==> src/rtl/axi_burst_wr_master.sv <==
`default_nettype none
// axi_burst_wr_master: one-outstanding AXI4 INCR write-burst master with a pass-through W channel.
// Optional macro AXI_WR_MASTER_4K_CHECK_EN rejects commands whose burst would cross a 4KB boundary.
module axi_burst_wr_master #(
  parameter int         ADDR_WIDTH = 16,
  parameter int         DATA_WIDTH = 32,
  parameter logic [3:0] AXI_ID     = 4'hA
) (
  input  logic                    axi_ACLK,
  input  logic                    axi_ARESET,
  input  logic                    cmd_valid,
  output logic                    cmd_ready,
  input  logic [ADDR_WIDTH-1:0]   cmd_addr,
  input  logic [7:0]              cmd_len,
  input  logic                    s_wvalid,
  output logic                    s_wready,
  input  logic [DATA_WIDTH-1:0]   s_wdata,
  output logic                    done,
  output logic [1:0]              done_resp,
  output logic                    axi_AWVALID,
  input  logic                    axi_AWREADY,
  output logic [3:0]              axi_AWID,
  output logic [ADDR_WIDTH-1:0]   axi_AWADDR,
  output logic [7:0]              axi_AWLEN,
  output logic [2:0]              axi_AWSIZE,
  output logic [1:0]              axi_AWBURST,
  output logic                    axi_WVALID,
  input  logic                    axi_WREADY,
  output logic [DATA_WIDTH-1:0]   axi_WDATA,
  output logic [DATA_WIDTH/8-1:0] axi_WSTRB,
  output logic                    axi_WLAST,
  input  logic                    axi_BVALID,
  output logic                    axi_BREADY,
  input  logic [3:0]              axi_BID,
  input  logic [1:0]              axi_BRESP
);

  localparam int         STROBE_WIDTH = DATA_WIDTH / 8;
  localparam logic [2:0] SIZE_ENC     = 3'($clog2(STROBE_WIDTH));
  localparam logic [1:0] RESP_SLVERR  = 2'b10;

  typedef enum logic [2:0] {
    IDLE   = 3'd0,
    ADDR   = 3'd1,
    DATA   = 3'd2,
    RESP   = 3'd3,
    REJECT = 3'd4
  } state_t;

  state_t                  state;
  state_t                  state_nx;
  logic                    live;
  logic [ADDR_WIDTH-1:0]   addr_q;
  logic [7:0]              len_q;
  logic [7:0]              beat_cnt;
  logic [3:0]              id_q;
  logic                    done_q;
  logic [1:0]              resp_q;
  logic                    cmd_accept;
  logic                    w_hs;
  logic                    crosses_4k;

`ifdef AXI_WR_MASTER_4K_CHECK_EN
  logic [20:0] burst_end;
  assign burst_end  = 21'(cmd_addr[11:0]) + ((21'(cmd_len) + 21'd1) << $clog2(STROBE_WIDTH));
  assign crosses_4k = burst_end > 21'd4096;
`else
  assign crosses_4k = 1'b0;
`endif

  assign cmd_accept  = cmd_valid && cmd_ready;
  assign w_hs        = (state == DATA) && s_wvalid && axi_WREADY;

  assign axi_AWADDR  = addr_q;
  assign axi_AWLEN   = len_q;
  assign axi_AWID    = id_q;
  assign axi_AWSIZE  = SIZE_ENC;
  assign axi_AWBURST = 2'b01;
  assign done        = done_q;
  assign done_resp   = resp_q;

  always_ff @(posedge axi_ACLK or posedge axi_ARESET) begin
    if (axi_ARESET) state <= IDLE;
    else            state <= state_nx;
  end

  always_comb begin
    state_nx    = state;
    cmd_ready   = 1'b0;
    axi_AWVALID = 1'b0;
    axi_WVALID  = 1'b0;
    s_wready    = 1'b0;
    axi_WDATA   = '0;
    axi_WSTRB   = '0;
    axi_WLAST   = 1'b0;
    axi_BREADY  = 1'b0;
    case (state)
      IDLE: begin
        cmd_ready = live;
        if (cmd_valid && live) state_nx = crosses_4k ? REJECT : ADDR;
      end
      ADDR: begin
        axi_AWVALID = 1'b1;
        if (axi_AWREADY) state_nx = DATA;
      end
      DATA: begin
        axi_WVALID = s_wvalid;
        s_wready   = axi_WREADY;
        axi_WDATA  = s_wdata;
        axi_WSTRB  = '1;
        axi_WLAST  = (beat_cnt == 8'd0);
        if (s_wvalid && axi_WREADY && beat_cnt == 8'd0) state_nx = RESP;
      end
      RESP: begin
        axi_BREADY = 1'b1;
        if (axi_BVALID) state_nx = IDLE;
      end
      REJECT:  state_nx = IDLE;
      default: state_nx = IDLE;
    endcase
  end

  // live keeps cmd_ready low until the first edge after reset release
  always_ff @(posedge axi_ACLK or posedge axi_ARESET) begin
    if (axi_ARESET) begin
      live     <= 1'b0;
      addr_q   <= '0;
      len_q    <= '0;
      beat_cnt <= '0;
      id_q     <= '0;
      done_q   <= 1'b0;
      resp_q   <= '0;
    end else begin
      live   <= 1'b1;
      done_q <= 1'b0;
      if (cmd_accept) begin
        addr_q   <= cmd_addr;
        len_q    <= cmd_len;
        beat_cnt <= cmd_len;
        id_q     <= AXI_ID;
      end
      if (w_hs && beat_cnt != 8'd0) beat_cnt <= beat_cnt - 8'd1;
      if (state == RESP && axi_BVALID) begin
        done_q <= 1'b1;
        resp_q <= (axi_BID == AXI_ID) ? axi_BRESP : RESP_SLVERR;
      end
      if (state == REJECT) begin
        done_q <= 1'b1;
        resp_q <= RESP_SLVERR;
      end
    end
  end

endmodule
`default_nettype wire

==> config.mk <==
export PLATFORM = sky130hd
export DESIGN_NAME = axi_burst_wr_master
export DESIGN_NICKNAME = d
export VERILOG_FILES = /design/src/rtl/axi_burst_wr_master.sv
export SDC_FILE = /design/constraint.sdc
export NUM_CORES = 1
export LEC_CHECK = 0
export CAP_MARGIN = 5
export CORE_MARGIN = 3
export CORE_UTILIZATION = 67
export DETAILED_ROUTE_END_ITERATION = 7
export DONT_BUFFER_PORTS = 1
export HOLD_SLACK_MARGIN = 0.12
export PLACE_DENSITY_LB_ADDON = 0.12
export SYNTH_ARGS = -nofsm -noshare
export SYNTH_HDL_FRONTEND = slang
export SYNTH_SLANG_ARGS = --single-unit
==> constraint.sdc <==
create_clock -name axi_ACLK -period 2.9 [get_ports axi_ACLK]
set_input_delay 0.435 -clock axi_ACLK [delete_from_list [all_inputs] [get_ports axi_ACLK]]
set_output_delay 0.435 -clock axi_ACLK [all_outputs]
set_load 0.01 [all_outputs]
# After elaboration in Yosys (flattened, before gate mapping)
# Index checks and enable logic that the tools add are counted.
dict set report totals {
  word_cells 52
  reg_bits 40
  output_inout_bits 78
}
dict set report classes {
  n_eq_ne 9
  n_mux 20
  addsub 1
  reduce_logical 14
}
# cell count
set ops {}
lappend ops {{$mux W32} 1}
lappend ops {{$mux W8} 2}
lappend ops {{$mux W3} 4}
lappend ops {{$pmux W3 S4} 1}
lappend ops {{$logic_and A1 B1 Y1} 8}
lappend ops {{$logic_not A8 Y1} 1}
lappend ops {{$mux W1} 8}
lappend ops {{$reduce_bool A8 Y1} 1}
lappend ops {{$sub A8 B1 Y8 const B} 1}
lappend ops {{$eq A3 B2 Y1 const B} 2}
lappend ops {{$mux W2} 3}
lappend ops {{$ne A2 B2 Y1 const B} 3}
lappend ops {{$eq A4 B4 Y1 const B} 1}
lappend ops {{$mux W4} 1}
lappend ops {{$reduce_and A4 Y1} 1}
lappend ops {{$reduce_bool A2 Y1} 2}
lappend ops {{$eq A3 B1 Y1 const B} 1}
lappend ops {{$eq A3 B3 Y1 const B} 1}
lappend ops {{$logic_not A3 Y1} 1}
lappend ops {{$ne A2 B1 Y1 const B} 1}

# Longest topological paths before layout
# Gate-level depths: netlist (run 1).
dict set report logic_depth {
  word_depth 5
  depth_mapped 7
}

# Worst setup path after synthesis (run 1)
# OpenSTA, ideal clock, no wires.
dict set report synth_timing {
  path_type {reg2out}
  from {register state[0]}
  to {output port axi_WDATA[10]}
  slack_ns 1.050
  path_stages_with_launch 6
  t_arrival_ns 1.415
  cell_sequence {dfrtp_1 -> inv_1 -> ha_1 -> clkbuf_1 -> clkbuf_1 -> and2_1}
}
dict set report synth_via {
  elab_chain_cells 2
}
# item line
set synth_rtl {}
lappend synth_rtl {{start, declared} 50} ;# state_t state;
lappend synth_rtl {{start signal, assigned} 84} ;# else state <= state_nx;
lappend synth_rtl {{$eq A3 B2 Y1} 97} ;# case (state)
lappend synth_rtl {{$mux W32} 97}
lappend synth_rtl {{end, declared} 29} ;# output logic [DATA_WIDTH-1:0] axi_WDATA,
# Every way passes these cells.

# Worst setup path after layout (run 1)
dict set report layout_timing {
  from {register state[0]}
  to {output port axi_WLAST}
}
dict set report layout_via {
  elab_chain_cells 2
}
# item line
set layout_rtl {}
lappend layout_rtl {{$eq A3 B2 Y1} 97}
lappend layout_rtl {{$mux W1} 97}
lappend layout_rtl {{end, declared} 31} ;# output logic axi_WLAST,
# Every way passes these cells.

==> flow_summary.toml, run 1 <==
[layout]
final_cell_area_um2 = 2180
area_growth_pct = 2.23
layout.cells.most_common_list = "nand2_1 (80), dfrtp_1 (39), and2_1 (36)"
final_net_count = 315
final_common_cell = "nand2_1"
diodes = 0
final_layout_size_suffix_gt1_share_pct = 7.47

[critical_path]
critPathLaunchType = "flop"
timing.reg2reg.setup_slack_ns = 0.95
critical_path_cell_count = 4
crit_path_max_fanout = 41
worstPathCellList = "inv_1, ha_1, buf_4, and3_2"
setup.worst_path.end = "axi_WLAST"
path_class = "reg2out"
startpoint = "state[0]"
worstPathRequired_ns = 2.47
end_kind = "output pin"
arrival_ns = 1.69
reg2reg_depth = 7
critical_path.max_stage_delay_ns = 0.44
cp_top_family = "flip-flops"
regToRegStartpoint = "state[0]"
r2r-end = "beat_cnt[7]"
critPathSlowestCell = "dfrtp_1"
worst-path-buf-inv = 2

[power_and_ir_drop]
leakagePower_nw = 1.07
totalPowerFinal_mw = 2.20
vdd_ir_drop_max_v = 0.000577
power_per_cell_area_nw_per_um2 = 1010

[timing]
worst_slew_margin_rel_pct = 61.0
fmax_ghz = 0.470
final-hold-violation-count = 0
report.final.slew_viol_count = 0
final_min_period_over_clock_period_pct = 73.3
final.setup_skew_ns = 0.00134
unrepaired_setup_endpoints_after_global_routing = "false"
final_period_minus_worst_setup_slack_ns = 2.13
layout_setup_ws_ns = 0.773
setup_viol_count_final = 0
timing.hold.ws_ns = 0.195
worst_slew_pin_slew_ns = 0.580
totalNegativeSetupSlack_ns = 0

[placed_design]
numPortBuffers = 0
detailed_place_hpwl_um = 3620
gp_congestion = 0.835
placement.cell_area_um2 = 2110
placement.setup.worst_slack_ns = 0.968

[route]
first_iter_violations = 103
routed_wirelength_um = 4590
drt_first_pass_iters = 5
detail_route.vias_per_cell = 5.67
routed-via-count = 1605
post-route-drc-count = 0
antenna_violating_nets_post_route = 0
routed_wire_length_per_instance_um = 16.2

[synth]
syn-instance-count = 243
post_synth_edffs = 0
number_of_unique_standard_cell_types_used_by_synthesis = 39
postSynthRegisterBits = 39
synth_top_area_share_pct = 45.8
synth_area_leaders = "dfrtp_1 (46%), nand2_1 (14%), and2_1 (11%)"
yosys_warnings = 0
syn_avg_cell_area_um2 = 8.76
post_synth_instance_area_um2 = 2130
dominantRegCellSynth = "dfrtp_1"
postSynth.asyncResetShare_pct = 100
synth_seq_area_share_pct = 45.8
synth_largest_area_cell = "dfrtp_1"

[job]
max_cap_violations = 0

[floorplanning]
fp-row-count = 19
start_util_pct = 73.4
design.die.area_um2 = 3890
die_width_um = 62.4
die_y_um = 62.4
design.portCount = 147
core-area_um2 = 2900

[cts]
clk_pin_slew_ns = 0.11
cts_repair_resize_count = 0
cts.htree.levels = 2
cts_root_buffer = "clkbuf_4"
tritoncts.num_buffers = 5
clock_sink_count = 39
cts_max_path_buffers = 2
clk-insertion-delay-late_ns = 0.34
cts_tree = "built"

[hold_path]
hold_path_startpoint = "cmd_len[4]"
min-delay-path-class = "in2reg"
whs_path_depth = 2

[global_routing]
grt_start_max_net_pins = 42
number_of_global_route_vias_before_repair = 1470
grt.total_usage_pct = 23.2
overflow_left_after_global_routing = 0
grt_first_pass_wirelength_um = 7270
antenna_found_initial = 0

[run_status]
result_of_the_run = "finished, final reports clean"
==> flip-flops by register name (all words and copies together), names as in the netlist <==
| register | count |
|---|---|
| axi_AWADDR | 16 |
| done_resp | 2 |
| beat_cnt | 8 |
| axi_AWLEN | 8 |
| live | 1 |
| done | 1 |
| state | 2 |
| axi_AWID | 1 |
==> timing repair <==
item | 4_1_cts | 5_1_grt
buffers inserted | 0 | 0
hold buffers | 1 | 0
endpoints found under the hold margin | 39 | 0
==> per-stage QoR <==
stage / cells / utilization [%]
floorplan: 249 / -
global placement: 274 / 72.9
detailed placement: 274 / 72.9
CTS: 283 / 75.1
global route: 283 / 75.1
finish: 283 / 75.1
==> cell families (layout without fill, tap and decap cells) <==
family,Yosys count,after routing,share of synthesized area [%]
AO/OA/AOI/OAI,23,23,8.40
adder cells (fa/ha/maj),6,6,3.53
buffers and inverters,32,24,7.81
other,2,8,0.353
flip-flops,39,39,45.8
multiplexers,4,4,2.23
AND/OR/NAND/NOR,137,137,31.8
==> cell type report <==
cell class	count	area, um^2
sequential	39	976
fill	214	723
timing repair buffer	6	47.5
clock inverter	2	12.5
clock buffer	6	41.3
tap	42	52.6
multi-input combinational	178	1010
inverter	10	37.5
==> cell usage after synthesis (2+ instances only) <==
| cell | count |
|---|---|
| a21o_1 | 2 |
| a21oi_1 | 5 |
| and2_1 | 36 |
| buf_1 | 4 |
| buf_4 | 12 |
| clkbuf_1 | 5 |
| conb_1 | 2 |
| dfrtp_1 | 39 |
| ha_1 | 6 |
| inv_1 | 10 |
| mux2_1 | 2 |
| nand2_1 | 80 |
| nand2b_1 | 2 |
| nand3_1 | 5 |
| nand4_1 | 2 |
| nor2_1 | 2 |
| o211ai_1 | 2 |
| o21ai_1 | 3 |
| o221a_1 | 3 |
| o32a_1 | 2 |
==> report_power, final <==
group / leakage [nW] / switching (mW) / internal, mW / total, mW
sequential: 0.476 / 0.298 / 0.777 / 1.07
combinational: 0.565 / 0.524 / 0.336 / 0.861
clock: 0.0282 / 0.174 / 0.0936 / 0.267
total: 1.07 / 0.996 / 1.21 / 2.20
==> metal layers <==
layer / share of wire, % / global-route usage [%] / vias to the layer above
met5: 0 / 0 / -
li1: - / - / 757
met4: 1.0 / 5.51 / 0
met3: 8.4 / 7.19 / 7
met2: 51 / 38.0 / 86
met1: 40 / 30.3 / 755
==> worst min path at each step <==
stage                                 to  slack, ns
after CTS                   axi_AWLEN[4]       0.19
after global routing        axi_AWLEN[4]       0.17
after global placement    axi_AWADDR[14]       0.46
after floorplan              beat_cnt[0]       0.49
final                       axi_AWLEN[4]       0.19
after detailed placement    axi_AWLEN[4]       0.47
Note: power is estimated with default switching activity, not from simulation.
==> run 2, diff against run 1 <==
--- a/config.mk
+++ b/config.mk
@@ -7,7 +7,7 @@
 export LEC_CHECK = 0
 export CAP_MARGIN = 5
 export CORE_MARGIN = 3
-export CORE_UTILIZATION = 67
+export CORE_UTILIZATION = 56
 export DETAILED_ROUTE_END_ITERATION = 7
 export DONT_BUFFER_PORTS = 1
 export HOLD_SLACK_MARGIN = 0.12
==> constraint.sdc (replaced) <==
create_clock -name axi_ACLK -period 1.87 [get_ports axi_ACLK]
set_input_delay 0.2805 -clock axi_ACLK [delete_from_list [all_inputs] [get_ports axi_ACLK]]
set_output_delay 0.2805 -clock axi_ACLK [all_outputs]
set_load 0.01 [all_outputs]
==> run 2 against run 1 <==
Against the previous run:
- clock skew is 0.0010 ns higher
- die area is 18% higher
- core utilization is 2.0 points lower
- count of clock-buffer cells in the layout stayed put
- worst hold slack worse by 0.063 ns
- non-clock buffer count is 33 higher
- critical path type is now reg2reg
- register-to-register slack worse by 0.90 ns
- first-iteration DRC count is 31% lower
- critical endpoint is now state[1]
==> flow_summary.toml, run 2 (synthesis results as in run 1) <==
[floorplanning]
design.die.area_um2 = 4580
fp-row-count = 21
die_y_um = 67.7
die_width_um = 67.7
core-area_um2 = 3490
design.portCount = 147
start_util_pct = 60.9

[critical_path]
critPathLaunchType = "flop"
path_class = "reg2reg"
crit_path_max_fanout = 4
end_kind = "flop"
regToRegStartpoint = "beat_cnt[1]"
worstPathRequired_ns = 2.04
arrival_ns = 1.99
startpoint = "beat_cnt[1]"

[job]
max_cap_violations = 0

[timing]
final.setup_skew_ns = 0.00239
final_min_period_over_clock_period_pct = 97.2
final_period_minus_worst_setup_slack_ns = 1.82
totalNegativeSetupSlack_ns = 0
final-hold-violation-count = 0
layout_setup_ws_ns = 0.0525
report.final.slew_viol_count = 0
timing.hold.ws_ns = 0.131
fmax_ghz = 0.550
setup_viol_count_final = 0
unrepaired_setup_endpoints_after_global_routing = "true"

[layout]
layout.cells.most_common_list = "nand2_1 (79), dfrtp_1 (39), and2_1 (36)"
largest_reg_flops = 16
final_util_pct = 73.0
area_growth_pct = 19.9
filler_cell_count = 263
final_layout_size_suffix_gt1_share_pct = 13.1
diodes = 0
final_net_count = 348
final_common_cell = "nand2_1"
post_layout_nonfiller_instances = 320

[global_routing]
number_of_global_route_vias_before_repair = 1629
antenna_found_initial = 0
grt.total_usage_pct = 23.3
grt_first_pass_wirelength_um = 7830
grt_start_max_net_pins = 42
overflow_left_after_global_routing = 0

[power_and_ir_drop]
vdd_ir_drop_max_v = 0.000724
power_per_cell_area_nw_per_um2 = 1490
leakagePower_nw = 1.23

[cts]
cts_tree = "built"
cts.htree.levels = 2
cts_max_path_buffers = 2
clk_pin_slew_ns = 0.07
tritoncts.num_buffers = 5
clock_sink_count = 39
cts_root_buffer = "clkbuf_8"
clk-insertion-delay-late_ns = 0.28

[hold_path]
min-delay-path-class = "in2reg"
hold_path_startpoint = "cmd_len[1]"

[placed_design]
placement.setup.worst_slack_ns = 0.0481
detailed_place_hpwl_um = 3940
post-place-cells = 285
numPortBuffers = 0
gp_congestion = 0.884

[route]
post-route-drc-count = 0
detail_route.vias_per_cell = 5.35
antenna_violating_nets_post_route = 0
drt_first_pass_iters = 4
first_iter_violations = 71
routed-via-count = 1713
routed_wire_length_per_instance_um = 17.2
routed_wirelength_um = 5510

[run_status]
result_of_the_run = "finished, final reports clean"
-- run 2: worst paths after layout --
check                            endpoint  slack [ns]  depth (start not counted)
setup / recovery                 state[1]        0.05                          6
hold reg to reg             axi_AWADDR[8]        0.55                          2
max in group asynchronous     beat_cnt[3]        1.13                          3
setup reg to reg                 state[1]        0.05                          6
hold / removal               axi_AWLEN[1]        0.13                          2
min in group asynchronous  axi_AWADDR[15]        0.46                          3
-- run 2: worst max-delay path, stage by stage (launching register included) --
cell and delay [ns]:
dfrtp_1 0.41, inv_2 0.09, ha_4 0.12, nor4b_4 0.23, nand4_1 0.17, a221oi_2 0.33, mux2_1 0.36
-- run 2: cell type report --
cell class	instances	area [um^2]	area share, %
multi-input cells	178	1030	40.5
flip-flops and latches	39	976	38.2
repair buffers	39	362	14.2
clock buffers	6	72.6	2.84
well taps	46	57.6	2.25
inverters	10	37.5	1.47
clock inverters	2	12.5	0.490
-- run 2: per-stage QoR --
stage                     cell area (um^2)  power [mW]
final                                 2550        3.80
after global routing                  2550        4.08
after CTS                             2470        3.70
after detailed placement              2170        3.09
after global placement                2170        3.02
after floorplan                       2150        2.79
-- run 2: timing repair --
| item | CTS | global route |
|---|---|---|
| resized for setup | 1 | 9 |
| hold endpoints to repair | 59 | 0 |
| setup endpoints to repair | 2 | 16 |
| hold buffers | 21 | 0 |
| setup buffers | 0 | 5 |
| pin swaps | 0 | 2 |
| gates cloned | 0 | 1 |
-- run 2: routing by layer --
layer / vias up / track usage, % / share of wire (%)
li1: 821 / - / -
met1: 829 / 29.0 / 40
met2: 58 / 39.6 / 53
met3: 5 / 5.82 / 6.4
met4: 0 / 6.84 / 0.67
met5: - / 0 / 0
-- run 2: report_power, final --
| group | leakage (nW) | switching (mW) | internal [mW] | total [mW] |
|---|---|---|---|---|
| registers | 0.476 | 0.465 | 1.21 | 1.67 |
| logic | 0.716 | 0.898 | 0.686 | 1.58 |
| clock network | 0.0412 | 0.285 | 0.260 | 0.545 |
| total | 1.23 | 1.65 | 2.15 | 3.80 |
==> run 3, diff against run 2 <==
--- a/config.mk
+++ b/config.mk
@@ -8,10 +8,12 @@
 export CAP_MARGIN = 5
 export CORE_MARGIN = 3
 export CORE_UTILIZATION = 56
+export CTS_CLUSTER_SIZE = 16
 export DETAILED_ROUTE_END_ITERATION = 7
 export DONT_BUFFER_PORTS = 1
 export HOLD_SLACK_MARGIN = 0.12
-export PLACE_DENSITY_LB_ADDON = 0.12
+export PLACE_DENSITY_LB_ADDON = 0.1
+export SETUP_SLACK_MARGIN = 0.1
 export SYNTH_ARGS = -nofsm -noshare
 export SYNTH_HDL_FRONTEND = slang
 export SYNTH_SLANG_ARGS = --single-unit
==> run 3 against run 2 <==
Against the previous run:
- clock skew up 0.0076 ns
- total power up 5.8%
- sequential share of layout area down 0.99 points
==> flow_summary.toml, run 3 (synthesis results as in run 1) <==
[run_status]
result_of_the_run = "finished, final reports clean"

[route]
first_iter_violations = 89
antenna_violating_nets_post_route = 0
routed_wirelength_um = 5460
detail_route.vias_per_cell = 5.47
routed_wire_length_per_instance_um = 17.0
post-route-drc-count = 0
drt_first_pass_iters = 4
routed-via-count = 1755

[critical_path]
reg2reg_depth = 7
path_class = "reg2reg"
end_kind = "flop"
worst-path-buf-inv = 2
critPathSlowestCell = "dfrtp_1"
r2r-end = "beat_cnt[2]"
worstPathCellList = "inv_2, ha_4, nor4b_4, buf_4, a21o_4, mux2_4, o221a_1"
critical_path.max_stage_delay_ns = 0.39
regToRegStartpoint = "beat_cnt[1]"
timing.reg2reg.setup_slack_ns = 0.11
crit_path_max_fanout = 5
critPathLaunchType = "flop"
cp_top_family = "flip-flops"
worstPathRequired_ns = 2.05
arrival_ns = 1.93

[floorplanning]
core-area_um2 = 3490
fp-row-count = 21
design.portCount = 147
die_width_um = 67.7
die_y_um = 67.7
start_util_pct = 60.9
design.die.area_um2 = 4580

[hold_path]
min-delay-path-class = "in2reg"
hold_path_startpoint = "cmd_len[2]"
whs_path_depth = 2
hold_path_end = "axi_AWLEN[2]"

[power_and_ir_drop]
vdd_ir_drop_max_v = 0.000913
p_int_mw = 2.34
swShare_pct = 41.8
leakagePower_nw = 1.26
power_frac_seq_pct = 41.4
power_per_cell_area_nw_per_um2 = 1540
comb_power_share_pct = 43.2
clockPowerShare_pct = 15.5
total_switching_power_mw = 1.68

[layout]
final_common_cell = "nand2_1"
final_net_count = 349
post_layout_nonfiller_instances = 321
final_layout_size_suffix_gt1_share_pct = 16.0
final_cell_area_um2 = 2620
final_util_pct = 75.0
area_growth_pct = 23.0
filler_cell_count = 256
largest_reg_flops = 16
layout.cells.most_common_list = "nand2_1 (80), dfrtp_1 (39), and2_1 (35)"
area_of_the_multi_input_gates_um2 = 1060
diodes = 0
layout.area.seq_um2 = 976

[global_routing]
grt.total_usage_pct = 22.6
grt_first_pass_wirelength_um = 7750
antenna_found_initial = 0
overflow_left_after_global_routing = 0
number_of_global_route_vias_before_repair = 1620
grt_start_max_net_pins = 42

[cts]
cts_tree = "built"
cts_root_buffer = "clkbuf_8"
cts_max_path_buffers = 2
tritoncts.num_buffers = 5
clock_sink_count = 39
clk_pin_slew_ns = 0.08
cts.htree.levels = 2
clk-insertion-delay-late_ns = 0.29

[placed_design]
post-place-cells = 284
detailed_place_hpwl_um = 3910
numPortBuffers = 0
placement.cell_area_um2 = 2160
gp_congestion = 0.750

[timing]
fmax_ghz = 0.569
timing.hold.ws_ns = 0.129
report.final.slew_viol_count = 0
totalNegativeSetupSlack_ns = 0
final-hold-violation-count = 0
setup_viol_count_final = 0
final.setup_skew_ns = 0.00994
final_min_period_over_clock_period_pct = 93.9
unrepaired_setup_endpoints_after_global_routing = "true"
final_period_minus_worst_setup_slack_ns = 1.76

[job]
max_cap_violations = 0
## run 3: layout make-up
type / instances / share of cell area, %
flip-flops and latches: 39 / 37.2
well taps: 46 / 2.20
inverters: 10 / 1.43
repair buffers: 40 / 14.7
multi-input cells: 178 / 40.5
clock inverters: 1 / 0.287
clock buffers: 7 / 3.68
## run 3: power by group through the flow
stage	Combinational [mW]	Clock (mW)	Sequential [mW]
after floorplan	1.20	0	1.59
after global placement	1.35	0	1.66
after detailed placement	1.41	0	1.67
after CTS	1.54	0.637	1.66
after global routing	1.93	0.680	1.71
final	1.74	0.623	1.66
## run 3: how the worst max path moves through the flow
stage	depth (start not counted)	slack, ns	end	from
2_1_floorplan	6	0.12	beat_cnt[2]	state[0]
3_3_place_gp	6	0.11	beat_cnt[2]	beat_cnt[1]
6_report	7	0.11	beat_cnt[2]	beat_cnt[1]
5_1_grt	7	0.03	beat_cnt[2]	beat_cnt[1]
4_1_cts	4	0.06	axi_WLAST	state[0]
3_5_place_dp	6	0.06	state[1]	beat_cnt[1]
## run 3: timing repair
| item | in CTS | in global routing |
|---|---|---|
| pin swaps | 3 | 2 |
| endpoints found under the hold margin | 30 | 0 |
| hold buffers | 20 | 0 |
| setup buffers | 3 | 5 |
| endpoints found under the setup margin | 37 | 44 |
| cloned | 0 | 1 |
| resized for setup | 6 | 12 |
## run 3: per-stage QoR
| step | setup WS (ns) | power (mW) |
|---|---|---|
| after floorplan | 0.120 | 2.79 |
| after global placement | 0.109 | 3.00 |
| after detailed placement | 0.0620 | 3.08 |
| after CTS | 0.0607 | 3.84 |
| after global routing | 0.0326 | 4.33 |
| final | 0.114 | 4.02 |
## run 3: metal layers
| layer | share of wire (%) | vias up | wire, um | GRT usage, % |
|---|---|---|---|---|
| met3 | 6.8 | 4 | 374 | 6.49 |
| met4 | 0.57 | 0 | 31 | 4.81 |
| met2 | 52 | 65 | 2820 | 38.0 |
| met5 | 0 | - | 0 | 0 |
| met1 | 41 | 857 | 2240 | 28.7 |
| li1 | - | 829 | - | - |
